File: config.mk
export PLATFORM = sky130hd
export DESIGN_NAME = fetch_stage
export DESIGN_NICKNAME = d
export VERILOG_FILES = /design/src/rtl/fetch_stage_pkg.sv /design/src/rtl/if_id_reg.sv /design/src/rtl/fetch_stage.sv
export SDC_FILE = /design/constraint.sdc
export NUM_CORES = 1
export LEC_CHECK = 0
export ABC_AREA = 1
export CAP_MARGIN = 20
export CORE_AREA = 2 2 133 135
export DETAILED_ROUTE_END_ITERATION = 16
export DIE_AREA = 0 0 135 137
export GPL_ROUTABILITY_DRIVEN = 0
export PLACE_DENSITY = 0.8
export REMOVE_ABC_BUFFERS = 1
export SLEW_MARGIN = 5
export SYNTH_ARGS = -nofsm -noshare
export SYNTH_HDL_FRONTEND = slang
export SYNTH_HIERARCHICAL = 1
export SYNTH_SLANG_ARGS = --single-unit
File: constraint.sdc
create_clock -name clk -period 4.72 [get_ports clk]
set_clock_uncertainty 0.15 [all_clocks]
set_input_delay 0.944 -clock clk [delete_from_list [all_inputs] [get_ports clk]]
set_output_delay 0.944 -clock clk [all_outputs]
set_load 0.02 [all_outputs]
File: src/rtl/fetch_stage_pkg.sv
// Shared definitions for the instruction fetch stage: FSM encoding, fault codes
// and the reset-time NOP placed in the IF/ID register.
package fetch_stage_pkg;

    typedef enum logic [1:0] {
        StBoot = 2'b00,
        StRun  = 2'b01,
        StHalt = 2'b10
    } fetch_state_e;

    localparam logic [1:0] FAULT_NONE     = 2'b00;
    localparam logic [1:0] FAULT_MISALIGN = 2'b01;
    localparam logic [1:0] FAULT_RANGE    = 2'b10;

    // addi x0, x0, 0
    localparam logic [31:0] NOP_INSTR = 32'h0000_0013;

endpackage

File: src/rtl/if_id_reg.sv
// IF/ID pipeline register: captures instruction, its address and address+4.
// Flush only drops the valid bit; the payload keeps its last captured value.
module if_id_reg
    import fetch_stage_pkg::*;
(
    input  logic        clk,
    input  logic        rst,
    input  logic        load,
    input  logic        flush,
    input  logic [31:0] next_instr,
    input  logic [31:0] next_pc,
    input  logic [31:0] next_pc_plus4,
    output logic        valid,
    output logic [31:0] instr,
    output logic [31:0] pc,
    output logic [31:0] pc_plus4
);

    logic        valid_q;
    logic [31:0] instr_q;
    logic [31:0] pc_q;
    logic [31:0] pc_plus4_q;

    always_ff @(posedge clk or posedge rst) begin
        if (rst) begin
            valid_q    <= 1'b0;
            instr_q    <= NOP_INSTR;
            pc_q       <= 32'h0000_0000;
            pc_plus4_q <= 32'h0000_0000;
        end else if (flush) begin
            valid_q <= 1'b0;
        end else if (load) begin
            valid_q    <= 1'b1;
            instr_q    <= next_instr;
            pc_q       <= next_pc;
            pc_plus4_q <= next_pc_plus4;
        end
    end

    assign valid    = valid_q;
    assign instr    = instr_q;
    assign pc       = pc_q;
    assign pc_plus4 = pc_plus4_q;

endmodule

File: src/rtl/fetch_stage.sv
// Instruction fetch stage: PC register, BOOT/RUN/HALT control and sticky fault
// reporting, feeding the IF/ID pipeline register.
module fetch_stage
    import fetch_stage_pkg::*;
#(
    parameter logic [31:0] RESET_PC   = 32'h0000_0000,
    parameter int unsigned IMEM_WORDS = 32
) (
    input  logic        clk,
    input  logic        rst,
    output logic [31:0] imem_pc,
    input  logic [31:0] imem_instr,
    input  logic        stall,
    input  logic        redirect_valid,
    input  logic [31:0] redirect_pc,
    output logic        id_valid,
    output logic [31:0] id_instr,
    output logic [31:0] id_pc,
    output logic [31:0] id_pc_plus4,
    output logic [1:0]  fault
);

    fetch_state_e state_q, state_d;
    logic [31:0]  pc_q, pc_d;
    logic [1:0]   fault_q, fault_d;
    logic [31:0]  pc_plus4;
    logic         in_range;
    logic         redirect_misaligned;
    logic         load;
    logic         flush;

    assign pc_plus4            = pc_q + 32'd4;
    assign in_range            = {2'b00, pc_q[31:2]} < 32'(IMEM_WORDS);
    assign redirect_misaligned = redirect_pc[1:0] != 2'b00;

    always_ff @(posedge clk or posedge rst) begin
        if (rst) begin
            state_q <= StBoot;
            pc_q    <= RESET_PC;
            fault_q <= FAULT_NONE;
        end else begin
            state_q <= state_d;
            pc_q    <= pc_d;
            fault_q <= fault_d;
        end
    end

    // Priority in RUN: redirect (misalign checked first), then stall, then range.
    always_comb begin
        state_d = state_q;
        pc_d    = pc_q;
        fault_d = fault_q;
        load    = 1'b0;
        flush   = 1'b0;
        case (state_q)
            StBoot: begin
                state_d = StRun;
            end
            StRun: begin
                if (redirect_valid) begin
                    flush = 1'b1;
                    if (redirect_misaligned) begin
                        fault_d = FAULT_MISALIGN;
                        state_d = StHalt;
                    end else begin
                        pc_d = redirect_pc;
                    end
                end else if (!stall) begin
                    if (!in_range) begin
                        flush   = 1'b1;
                        fault_d = FAULT_RANGE;
                        state_d = StHalt;
                    end else begin
                        load = 1'b1;
                        pc_d = pc_plus4;
                    end
                end
            end
            StHalt: begin
                state_d = StHalt;
            end
            default: begin
                state_d = StHalt;
            end
        endcase
    end

    if_id_reg u_if_id_reg (
        .clk           (clk),
        .rst           (rst),
        .load          (load),
        .flush         (flush),
        .next_instr    (imem_instr),
        .next_pc       (pc_q),
        .next_pc_plus4 (pc_plus4),
        .valid         (id_valid),
        .instr         (id_instr),
        .pc            (id_pc),
        .pc_plus4      (id_pc_plus4)
    );

    assign imem_pc = pc_q;
    assign fault   = fault_q;

endmodule

==> impl_results.md <==
* Status: completed
* Total Power at 2.49 mW
* P_leak at 4.60 nW
* Die W at 135 um
* Fmax at 300 MHz
* Max IR drop VDD at 235 uV
* Antenna cells at 0
* Worst setup margin at 1390 ps
* WP data arrival at 3530 ps
* EDFF count, synth at 0
* Crit-path max FO at 96
* Filler cell count at 1645
* Layout cells sized above 1 at 6.57%
* Yosys warns at 6
* CTS tree: built
* Final period util at 70.6%
* Hold-fix buffers, CTS at 0
* Syn-to-layout area delta at 39.1%
* Post-Syn Area at 0.00667 sq mm
* Post CTS Setup Buffer Count at 0
* Worst slew margin at 28.9%
* DR vias/cell at 4.84
* Hold depth at 2
* DRT Pass-1 Iters at 5
* Pins Over Slew Limit at 0
* Io pins at 199
* Avg Inst Size Synth at 7.52 sq um
* Avg WL per Cell at 15.1 um
* Worst slew pin tran at 1070 ps
* DR DRC count at 0
* Die Area at 0.0185 sq mm
* Initial core utilization at 39.1%
* Setup Total Neg Slack at 0 ps
* H-tree Lvls at 4
* # setup viols final at 0
* TritonCTS buffer count at 17
* Pwr Density at 268 mW/mm^2
* R2R cell count at 10
* Distinct cells, synth at 29
* CP endpoint kind: register
* Hpwl dp at 13700 um
* Post_cts resized at 0
* Clock Path Buffers at 2
* Hold Path Class: register to register
* Setup repair after global routing missed its margin: no
* Row count at 48
* ANT nets after route at 0
* DIE HEIGHT at 137 um
* Routed wire length at 19800 um
* Worst-Skew Late Latency at 420 ps
* Initial antenna violation count at 0
* Max cap viols at 0
* Placed Area at 0.00871 sq mm
* Vias in the first global route at 6217
* Register area share after synthesis at 50.0%
* Total gr overflow at 0
* Fraction of registers with async set/reset at 100%
* Core Region at 0.0171 sq mm
* Ys flop type: dfrtp_1
* # nets final at 1137
* IO Port Bufs at 198
* Largest net degree at the start of global routing at 98
* Tmin final at 3330 ps
* Root buffer cell: clkbuf_16
* Placement Setup Slack at 970 ps
* Sink Count at 133
* Clock-pin slew on the worst setup and hold paths at 60 ps
* Design Area, Final at 0.00927 sq mm
* Hold Violations, Final at 0
* FF+latch count, synth at 133
* Worst EP required at 4920 ps
* Crit Path Category: primary input to register
* Vias at 6326
* GRT Util Overall at 22.0%
* Iter 0 DRT Violations at 339
* First-pass GRT wire length at 31800 um
* Synth Instances at 886
* Worst setup SP type: primary input
[state kept, by name (all words and copies together) (netlist names)]
signal	cells
u_if_id_reg/pc	32
imem_pc	32
u_if_id_reg/instr	32
u_if_id_reg/pc_plus4	32
state_q	2
fault	2
u_if_id_reg/valid	1
[cells in the mapped netlist, types with 4 or more instances]
library cell	count	area share, %
nand2_1	403	23
dfrtp_1	130	49
nand3_1	130	9.8
nor2_1	59	3.3
inv_1	45	2.5
buf_2	13	0.98
buf_4	13	1.5
o21ai_0	12	0.90
or2_2	9	0.84
xor2_1	9	1.2
buf_6	8	1.4
o21ai_1	8	0.60
buf_1	5	0.28
clkbuf_1	5	0.28
nand3_2	5	0.75
and2_1	4	0.38
nor2_2	4	0.38
nor3_1	4	0.30
[cell usage in the layout (no fill, tap or decap), types with 2 or more instances in the layout]
| master | synthesis | final |
|---|---|---|
| nor2_2 | 4 | 4 |
| nand3_2 | 5 | 5 |
| dfstp_2 | 3 | 3 |
| nor3_1 | 4 | 3 |
| clkinv_2 | 0 | 5 |
| nand4_1 | 3 | 3 |
| dfrtp_1 | 130 | 130 |
| clkinvlp_4 | 0 | 7 |
| o21ai_0 | 12 | 12 |
| inv_1 | 45 | 44 |
| or2_2 | 9 | 9 |
| and2_1 | 4 | 4 |
| nand2_1 | 403 | 403 |
| clkbuf_16 | 0 | 17 |
| xnor2_1 | 2 | 2 |
| buf_4 | 13 | 9 |
| o21ai_1 | 8 | 8 |
| a21boi_0 | 2 | 2 |
| nand2_2 | 2 | 2 |
| nor2_1 | 59 | 59 |
| nand3_1 | 130 | 130 |
| clkdlybuf4s50_1 | 0 | 198 |
| xor2_1 | 9 | 9 |
| inv_2 | 3 | 2 |
[through the flow]
step,std cells,utilization [%],hold slack [ps]
final,1306,54.3,313
after global routing,1306,54.3,335
after CTS,1306,54.3,315
after detailed placement,1274,51.1,306
after global placement,1274,51.1,302
after floorplan,842,-,335
[cell type report]
cell class | count | area, sq um | area share (%)
Sequential cell | 133 | 3330 | 35.9
Clock inverter | 13 | 111 | 1.20
Timing Repair Buffer | 207 | 2050 | 22.1
Clock buffer | 19 | 443 | 4.78
Inverter | 49 | 188 | 2.02
Tap cell | 225 | 282 | 3.04
Multi-Input combinational cell | 660 | 2860 | 30.9
[worst max-delay path, stage by stage]
cell and delay [ps]:
clkdlybuf4s50_1 610, nor2_1 160, nand2_1 60, nor2_1 90
nand2_1 80, inv_1 70, nand2_1 80, nor3_2 220
buf_4 870, nand3_1 180, nand2_1 120
[where the power goes]
part	switching (mW)	total (mW)	internal, mW
Clock	0.498	1.23	0.733
Sequential	0.000763	1.14	1.14
Combinational	0.0525	0.114	0.0613
Total	0.551	2.49	1.94
[layer usage]
layer	share of wire, %	global-route usage (%)	up-vias
li1	-	-	3143
met1	43	27.3	2924
met2	47	37.1	236
met3	8.6	7.11	23
met4	1.3	5.90	0
met5	0	0	-
[path summary, 6_finish.rpt]
path                                             startpoint                                    to  slack [ps]
hold / removal             u_if_id_reg/instr[4]$_DFFE_PP1P_      u_if_id_reg/instr[4]$_DFFE_PP1P_         310
hold reg to reg            u_if_id_reg/instr[4]$_DFFE_PP1P_      u_if_id_reg/instr[4]$_DFFE_PP1P_         310
setup / recovery                             redirect_valid  u_if_id_reg/pc_plus4[25]$_DFFE_PP0P_        1390
min in group asynchronous                               rst                imem_pc[1]$_DFFE_PP0P_         880
setup reg to reg                    imem_pc[18]$_DFFE_PP0P_  u_if_id_reg/pc_plus4[25]$_DFFE_PP0P_        1940
max in group asynchronous                               rst      u_if_id_reg/instr[1]$_DFFE_PP1P_        2700
[cell families (layout without fill, tap and decap cells)]
group	Yosys count	in the layout	share of synthesized area [%]
AND/OR/NAND/NOR	626	626	39.5
flip-flops	133	133	50.0
buffers and inverters	93	288	7.11
AO/OA/AOI/OAI	22	22	1.73
XOR/XNOR	11	11	1.45
adder cells (fa/ha/maj)	1	1	0.188
No activity file was read; power rests on OpenSTA's default activity.
==> edit (same settings) <==
Make the reset (`rst`) synchronous in 2 clocked blocks.
--- a/src/rtl/if_id_reg.sv
+++ b/src/rtl/if_id_reg.sv
@@ -21,7 +21,7 @@
     logic [31:0] pc_q;
     logic [31:0] pc_plus4_q;
 
-    always_ff @(posedge clk or posedge rst) begin
+    always_ff @(posedge clk) begin
         if (rst) begin
             valid_q    <= 1'b0;
             instr_q    <= NOP_INSTR;
--- a/src/rtl/fetch_stage.sv
+++ b/src/rtl/fetch_stage.sv
@@ -33,7 +33,7 @@
     assign in_range            = {2'b00, pc_q[31:2]} < 32'(IMEM_WORDS);
     assign redirect_misaligned = redirect_pc[1:0] != 2'b00;
 
-    always_ff @(posedge clk or posedge rst) begin
+    always_ff @(posedge clk) begin
         if (rst) begin
             state_q <= StBoot;
             pc_q    <= RESET_PC;
Check against the original RTL: differs if rst is asserted again (counterexample within 4 cycles, from zero or initial values and one cycle with rst high); with rst held inactive, the same outputs for 4 cycles.
==> edit against the unedited design <==
  * Sequential cell count unchanged
  * Wire length decreased by 3.7%
  * Final area increased by 1.8%
  * Die area unchanged
  * Non-clock buffer count stayed put
  * Critical path depth shrank 2
  * Register-to-register slack lost 0.14 ns
  * Count of clock-buffer cells in the layout increased by 6
  * Final cell count rose by 13%
  * Area after synthesis rose by 2.6%
  * Worst setup slack worse by 0.26 ns
Power is not compared: it rests on default switching activity, and its combinational part moved more than twofold at a synthesized area within 25%.
==> edit: results (changes against the unedited design) <==
| Metric | Value |
|---|---|
| Synth area leaders | dfxtp_1 39%, nor2_1 15%, nand2_1 13% |
| Yosys Warn Count | 6 (unchanged) |
| Share of layout cells above drive strength 1 | 0.0566 (-0.00906) |
| Vias in the first global route | 6307 (+1.4%) |
| PortBufs | 198 (unchanged) |
| Post-synthesis mux area share | 0.00146 (+0.00146) |
| Post-synth top cells | 274 x nor2_1, 239 x nand2_1, 150 x inv_1 |
| Compound-Gate Fraction of Synth Area | 0.0192 (+0.00195) |
| CTS Hold Bufs | 0 (unchanged) |
| Synth Flop Type | dfxtp_1 |
| Initial DRC Count | 353 (+4.1%) |
| Post-Place Setup Slack | 0.736 ns (-0.234 ns) |
| Initial antenna violation count | 1 (+1) |
| Crit Path Max Fanout | 73 (-24%) |
| Vias per inst | 4.60 (-5.0%) |
| Post-synth ARST share | 0 (-1.00) |
| Aggregate global-route resource usage | 0.208 (-0.0126) |
| Leakage power | 4.07 nW |
| Post-CTS setup buffers | 0 (unchanged) |
| Status | finished, final reports clean |
| Clk root buf | clkbuf_16 |
| Slew headroom | 0.473 (+0.184) |
| VDD IR max | about 300 uV |
| Num CTS Buffers | 17 (unchanged) |
| Clk buf depth | 2 (unchanged) |
| Pin count of the biggest net entering global routing | 99 (+1.0%) |
| Number of H-tree levels | 4 (unchanged) |
| Nets@finish | 1312 (+15%) |
| Netlist cell types | 35 (+21%) |
| First-pass GRT wire length | 30700 um (-3.6%) |
| Hold crit path type | flop to flop |
| Worst Path Arrival | 3.80 ns (+0.27 ns) |
| Detailed Routing Iterations Pass 1 | 7 (+2) |
| Placed Area | 8870 sq um (+1.8%) |
| Non-Filler Instances | 1480 (+13%) |
| DP Cell Count | 1448 (+14%) |
| Post-Synth XOR/XNOR Area | 0.0231 (+0.00861) |
| Post-Synth Adder-Cell Area | 0.00183 (-0.0000471) |
| CTS resizes | 0 (unchanged) |
| Worst skew pair latency | 0.42 ns (about the same) |
| Worst-path clk slew | 0.06 ns (about the same) |
| Routed Wire Length | 19000 um (-3.7%) |
| Seq/Total Area, Yosys | 0.389 (-0.110) |
| FILL cells | 1671 (+1.6%) |
| Mapped Cells | 1077 (+22%) |
| Final setup viols | 0 (unchanged) |
| Dpl hpwl | 13000 um (-5.3%) |
| Pwr/cell area | a little under 500 nW/um^2 |
[edit: where the power goes]
part	total [mW]	internal, mW	switching [mW]
combinational	1.82	0.740	1.08
sequential	1.53	1.33	0.204
clock	1.22	0.756	0.466
total	4.57	2.83	1.75
[edit: final timing paths]
check	start	end	slack (ns)	cells past startpoint
max reg2reg	imem_pc[14]$_SDFFE_PP0P_	u_if_id_reg/pc_plus4[12]$_SDFFE_PP0P_	1.80	10
min	fault[0]$_SDFFE_PP0P_	fault[0]$_SDFFE_PP0P_	0.31	2
max	redirect_valid	u_if_id_reg/pc_plus4[12]$_SDFFE_PP0P_	1.12	9
min reg2reg	fault[0]$_SDFFE_PP0P_	fault[0]$_SDFFE_PP0P_	0.31	2
[edit: cell type report]
class / count / share of cell area
well taps: 225 / 0.0298
repair buffers: 207 / 0.225
multi-input cells: 729 / 0.344
flip-flops and latches: 133 / 0.282
clock inverters: 5 / 0.00531
diodes: 1 / 0.000265
inverters: 155 / 0.0622
clock buffers: 25 / 0.0515
[edit: metal layers]
layer  GRT usage  wire, um  part of all wire  vias to the layer above
met4      0.0718       352             0.018                        0
li1            -         -                 -                     3567
met5           0         0                 0                        -
met3      0.0593      1440             0.076                       27
met2       0.339      8530              0.45                      204
met1       0.264      8710              0.46                     3011
[edit: worst max-delay path: stages]
cell and delay [ns]:
clkdlybuf4s50_1 0.53, buf_4 0.39, nor2_1 0.13, nor3b_1 0.55, clkinv_2 0.51, buf_12 0.34, nand3_1 0.14, nand2_1 0.05
nor2_1 0.11
[edit: cell families after synthesis]
kind of cell | count (synthesis)
compound gates | 18
flops | 133
xor+xnor | 18
simple gates | 691
mux | 1
buf+inv | 215
fa+ha+maj | 1
